===== src/rtl/fsel_pkg.sv =====
// Shared encodings for the FunSel register sequencer:
// register function selects, command opcodes and FSM states.
package fsel_pkg;

    localparam logic [1:0] FS_CLR  = 2'b00;
    localparam logic [1:0] FS_LOAD = 2'b01;
    localparam logic [1:0] FS_DEC  = 2'b10;
    localparam logic [1:0] FS_INC  = 2'b11;

    localparam logic [2:0] OP_NOP  = 3'b000;
    localparam logic [2:0] OP_CLR  = 3'b001;
    localparam logic [2:0] OP_LOAD = 3'b010;
    localparam logic [2:0] OP_INC  = 3'b011;
    localparam logic [2:0] OP_DEC  = 3'b100;
    localparam logic [2:0] OP_UP   = 3'b101;
    localparam logic [2:0] OP_DOWN = 3'b110;
    localparam logic [2:0] OP_ILL  = 3'b111;

    typedef enum logic [1:0] {
        S_IDLE = 2'd0,
        S_EXEC = 2'd1,
        S_DONE = 2'd2
    } state_t;

endpackage


===== src/rtl/fsel_reg_sequencer.sv =====
// Expands clear/load/inc/dec/count-to commands into FunSel register
// strobes, reads the register back for count-to and reports wrap.
module fsel_reg_sequencer
    import fsel_pkg::*;
#(
    parameter int N  = 4,
    parameter int CW = 4
) (
    input  logic          clk,
    input  logic          rst_n,
    input  logic          cmd_valid,
    output logic          cmd_ready,
    input  logic [2:0]    cmd_op,
    input  logic [N-1:0]  cmd_data,
    input  logic [CW-1:0] cmd_cnt,
    input  logic [N-1:0]  reg_q,
    output logic [1:0]    fun_sel,
    output logic          reg_en,
    output logic [N-1:0]  reg_data,
    output logic          busy,
    output logic          done,
    output logic [N-1:0]  result,
    output logic          wrap,
    output logic          err
);

    state_t        state_q, state_d;
    logic [2:0]    op_q;
    logic [N-1:0]  data_q;
    logic [N-1:0]  res_q;
    logic [CW-1:0] cnt_q;
    logic          wrap_q;

    logic          accept;
    logic          cnt_in;
    logic          cnt_op;
    logic          cnt_up;
    logic [CW-1:0] cnt_init;
    logic [N-1:0]  nxt_q;
    logic [1:0]    op_fs;

    assign accept = (state_q == S_IDLE) && cmd_valid;
    assign cnt_in = (cmd_op == OP_UP) || (cmd_op == OP_DOWN);
    assign cnt_op = (op_q == OP_UP) || (op_q == OP_DOWN);
    assign cnt_up = (op_q == OP_UP);
    assign nxt_q  = cnt_up ? reg_q + N'(1) : reg_q - N'(1);

    always_comb begin
        cnt_init = '0;
        unique case (cmd_op)
            OP_CLR, OP_LOAD: cnt_init = CW'(1);
            OP_INC, OP_DEC:  cnt_init = cmd_cnt;
            default:         cnt_init = '0;
        endcase
    end

    always_comb begin
        op_fs = FS_CLR;
        unique case (op_q)
            OP_LOAD:        op_fs = FS_LOAD;
            OP_INC, OP_UP:  op_fs = FS_INC;
            OP_DEC, OP_DOWN: op_fs = FS_DEC;
            default:        op_fs = FS_CLR;
        endcase
    end

    always_comb begin
        state_d  = state_q;
        reg_en   = 1'b0;
        fun_sel  = FS_CLR;
        reg_data = '0;
        unique case (state_q)
            S_IDLE: begin
                if (accept) begin
                    if (cnt_in)
                        state_d = (reg_q != cmd_data) ? S_EXEC : S_DONE;
                    else
                        state_d = (cnt_init != '0) ? S_EXEC : S_DONE;
                end
            end
            S_EXEC: begin
                if (cnt_op) begin
                    if (reg_q == data_q) begin
                        state_d = S_DONE;
                    end else begin
                        reg_en  = 1'b1;
                        fun_sel = op_fs;
                        // Leave on the step that lands on target: k steps, k+1 cycles
                        if (nxt_q == data_q)
                            state_d = S_DONE;
                    end
                end else begin
                    reg_en   = 1'b1;
                    fun_sel  = op_fs;
                    reg_data = (op_q == OP_LOAD) ? data_q : '0;
                    if (cnt_q == CW'(1))
                        state_d = S_DONE;
                end
            end
            S_DONE:  state_d = S_IDLE;
            default: state_d = S_IDLE;
        endcase
    end

    always_ff @(posedge clk or negedge rst_n) begin
        if (!rst_n) begin
            state_q <= S_IDLE;
            op_q    <= OP_NOP;
            data_q  <= '0;
            cnt_q   <= '0;
            wrap_q  <= 1'b0;
            res_q   <= '0;
        end else begin
            state_q <= state_d;
            if (accept) begin
                op_q   <= cmd_op;
                data_q <= cmd_data;
                cnt_q  <= cnt_init;
                wrap_q <= 1'b0;
            end else begin
                if (state_q == S_EXEC && cnt_q != '0)
                    cnt_q <= cnt_q - CW'(1);
                if (reg_en && fun_sel == FS_INC && reg_q == '1)
                    wrap_q <= 1'b1;
                if (reg_en && fun_sel == FS_DEC && reg_q == '0)
                    wrap_q <= 1'b1;
            end
            if (state_q == S_DONE)
                res_q <= reg_q;
        end
    end

    assign cmd_ready = (state_q == S_IDLE);
    assign busy      = (state_q != S_IDLE);
    assign done      = (state_q == S_DONE);
    assign result    = done ? reg_q : res_q;
    assign wrap      = done & wrap_q;
    assign err       = done & (op_q == OP_ILL);

endmodule


===== config.mk =====
export PLATFORM = sky130hd
export DESIGN_NAME = fsel_reg_sequencer
export DESIGN_NICKNAME = d
export VERILOG_FILES = /design/src/rtl/fsel_pkg.sv /design/src/rtl/fsel_reg_sequencer.sv
export SDC_FILE = /design/constraint.sdc
export NUM_CORES = 1
export LEC_CHECK = 0
export ABC_AREA = 1
export BUFFER_PORTS_ARGS = -buffer_cell sky130_fd_sc_hd__buf_2
export CAP_MARGIN = 20
export CORE_AREA = 3 3 82 65
export DETAILED_ROUTE_END_ITERATION = 16
export DIE_AREA = 0 0 85 68
export PLACE_DENSITY = 0.53
export SLEW_MARGIN = 20
export SYNTH_ARGS = -nofsm -noshare
export SYNTH_HDL_FRONTEND = slang
export SYNTH_SLANG_ARGS = --single-unit
export TNS_END_PERCENT = 5

===== constraint.sdc =====
create_clock -name clk -period 3.25 [get_ports clk]
set_input_delay 0.1625 -clock clk [delete_from_list [all_inputs] [get_ports clk]]
set_output_delay 0.1625 -clock clk [all_outputs]
set_load 0.01 [all_outputs]

==> out/results.env <==
AREA_GROWTH_SYN_TO_LAYOUT_PCT=21.6
CTS.HTREE.LEVELS=1
FIN_NETS=260
CTSHOLDBUFFERS=1
CRITICAL_PATH.STARTPOINT='op_q[1]'
CELL_INTERNAL_PWR_uW=711
GRT_PASS1_VIAS=1223
TIMING.RR.END='state_q[1]'
POST_SYNTH_INST_COUNT=200
REPORT.FINAL.HOLD_VIOL_COUNT=0
YS.WARNINGS.COUNT=0
DRT_PASS1_ITERATIONS=4
GR-TOTAL-OVERFLOW=0
DESIGN.DIE.AREA_MM2=0.00578
DESIGN.PORTCOUNT=34
CLKLATENCYLATEPIN_NS=0.26
DRT-TOTAL-WL_MM=3.54
ANTENNA_VIOLATING_NETS_POST_ROUTE=0
TIMING.CRITICAL_PATH.TO_TYPE='register'
CP.ARRIVAL_NS=1.98
HPWL_MM=2.91
CRIT_REQUIRED_NS=3.41
SETUP-TNS-FINAL_NS=0
MAX-VDD-IR-DROP_uV=298
TIMING.CRITICAL_PATH.SLOWEST_STAGE_CELL='dfrtp_1'
CTSLONGESTPATHBUFFERS=2
SYN_STD_CELL_AREA_MM2=0.00135
CRITICAL_PATH_PEAK_FANOUT=4
DRIVE_ABOVE_1_SHARE=0.216
CTS_INSERTED_BUFFERS=3
HOLD-WORST-SLACK_NS=0.133
FIN_SKEW_NS=0.00220
DR.FIRST_ITER.DRC_COUNT=58
VIAS=1308
HOLD-PATH-CELL-COUNT=3
POSTLAYOUTSETUPSLACKWORST_NS=1.43
COMB_POWER_SHARE=0.554
SWITCHINGPOWER_uW=652
FINAL_CYCLE_SHARE=0.560
PLACE_WORST_SETUP_SLACK_NS=1.44
FLOORPLAN.ROWS=21
CTS_SETUP_BUFFERS=0
SETUP-VIOLATIONS-FINAL=0
P_LEAK_uW=0.000900
PLACE.PORT_BUFFERS=33
SLEW-LIMIT-HEADROOM=0.688
AVGVIACOUNTPERCELL=4.46
GRT_START_MAX_NET_PINS=20
DIODES=0
CRITPATHMAXSTAGEDELAY_NS=0.42
SYNTH.DISTINCT_CELLS=26
WORSTREG2REGSTART='op_q[1]'
CLK_PIN_SLEW_WORST_PATHS_NS=0.07
WORST_HOLD_PATH_TYPE='primary input to register'
CLK_ROOT_BUFFER_CELL='clkbuf_8'
POWER.TOTAL_uW=1360
ANTENNA_VIOLATIONS_BEFORE_REPAIR=0
TRACK_USAGE=0.136
YS_FF_LATCH=18
REG2REG_SETUP_SLACK_NS=1.43
GLOBALPLACE.CONGESTION=0.851
POWER.CLOCK.FRACTION=0.138
CAP_VIOLATIONS=0
WORSTREGTOREGCELLS=11
SYN_AVG_CELL_AREA_UM2=6.77
MAX_SLEW.WORST_PIN.SLEW_NS=0.464
CTSRESIZECOUNT=0
POWER_FRAC_SEQ=0.308
DRC=0
CPMOSTUSEDCELL='nand2_1'
CRITICALPATHCATEGORY='register to register'
SEQUENTIAL_AREA_SHARE_AFTER_SYNTHESIS=0.333
MAX_FREQ_GHz=0.550
DIE_BOUNDARY_WIDTH_UM=85
FLOORPLAN.INITIALDENSITY=0.301
CTS_TREE='done'
DIE-HEIGHT_UM=68
GRT_FIRST_PASS_WIRELENGTH_MM=6.00
FINAL_SLEW_VIOLATIONS=0
STATUS='complete, no violations'
CLOCK_SINK_COUNT=18
WORST_SETUP_PATH_START_KIND='register'
WORST_SETUP_PATH_ENDPOINT='state_q[1]'
POWER.SHARE.SWITCHING=0.479
CORE-AREA_MM2=0.00449
MAPPEDNETLISTNETS=223
GRT_SETUP_UNREPAIRED='false'
MIN_PERIOD_NS=1.82
POWER-PER-CELL-AREA_mW_PER_MM2=828
CP_CELL_SEQUENCE='inv_2, nand3_1, ha_1, a21oi_1, nand3_1, nand2_1, nand2_1, nand3_2, nand3_2, nand2_1, nor2_1'
WL_PER_CELL_UM=12.1
registers in the layout, indices dropped and copies added (netlist names):
signal,count
cnt_q,4
data_q,4
res_q,4
op_q,3
state_q,2
wrap_q,1
cell type report:
type,instances,area (um^2)
Clock buffer,4,55.1
Fill cell,479,2850
Inverter,36,135
Multi-Input combinational cell,144,759
Sequential cell,18,450
Tap cell,57,71.3
Timing Repair Buffer,34,175
cells in the final DEF, fill, tap and decap left out, types with 2 or more instances in the layout:
master,Yosys,routed
a21oi_1,5,5
buf_2,1,33
clkbuf_8,0,4
dfrtp_1,18,18
ha_1,4,4
inv_1,31,31
inv_2,5,5
nand2_1,56,56
nand2_2,2,2
nand3_1,18,18
nand3_2,2,2
nand4_1,2,2
nor2_1,14,14
nor2_2,2,2
nor2_4,2,2
nor3_1,7,7
o21ai_0,13,13
o21ai_1,4,4
xnor2_1,2,2
xor2_1,5,5
through the flow:
step	std cells	util	instance area [um^2]
2_1_floorplan	200	-	1350
3_3_place_gp	288	0.352	1580
3_5_place_dp	288	0.352	1580
4_1_cts	293	0.366	1650
5_1_grt	293	0.366	1650
6_report	293	0.366	1650
worst max-delay path: cells and delay by family (launching register included):
family | cells | cell delay (ns)
and+or+nand+nor | 8 | 0.62
DFF | 1 | 0.42
AOI/OAI and AO/OA | 1 | 0.20
buffers and inverters | 1 | 0.10
adders and majority gates | 1 | 0.36
synthesized netlist by cell type:
cell type,count,share of area
inv_2,5,0.014
nor2_8,1,0.015
clkbuf_1,1,0.0028
nand2_1,56,0.16
o211ai_1,1,0.0055
xor2_1,5,0.032
nor2_4,2,0.017
nand3_1,18,0.067
dfrtp_1,18,0.33
o21ai_0,13,0.048
nor2_2,2,0.0092
nor3_1,7,0.026
o21ai_1,4,0.015
fa_1,1,0.015
o221ai_1,1,0.0065
nor2_1,14,0.039
nand3_2,2,0.015
a21oi_1,5,0.018
buf_2,1,0.0037
o31ai_1,1,0.0055
inv_1,31,0.086
o22ai_1,1,0.0046
nand2_2,2,0.0092
xnor2_1,2,0.013
ha_1,4,0.037
nand4_1,2,0.0092
kinds of logic after synthesis:
group | Yosys count | synth area share
compound gates | 26 | 0.104
buf+inv | 38 | 0.106
fa+ha+maj | 5 | 0.0518
simple gates | 106 | 0.360
xor+xnor | 7 | 0.0453
flops | 18 | 0.333
power by group through the flow:
stage / Combinational, uW / Clock [uW] / Sequential (uW)
floorplan: 556 / 0 / 406
CTS: 758 / 195 / 420
global route: 878 / 204 / 434
finish: 756 / 187 / 420
global placement: 758 / 0 / 424
detailed placement: 756 / 0 / 424
metal layers:
metal / share of wire / up-vias / GRT usage
li1: - / 701 / -
met1: 0.54 / 563 / 0.204
met2: 0.37 / 38 / 0.179
met3: 0.067 / 6 / 0.0325
met4: 0.024 / 0 / 0.0613
met5: 0 / - / 0
worst min-delay path by stage:
stage / start / end
finish: cmd_data[3] / data_q[3]
floorplan: rst_n / cnt_q[0]
CTS: cmd_data[3] / data_q[3]
global route: cmd_op[1] / op_q[1]
detailed placement: rst_n / res_q[0]
global placement: rst_n / res_q[0]
Note: power is estimated with default switching activity, not from simulation.
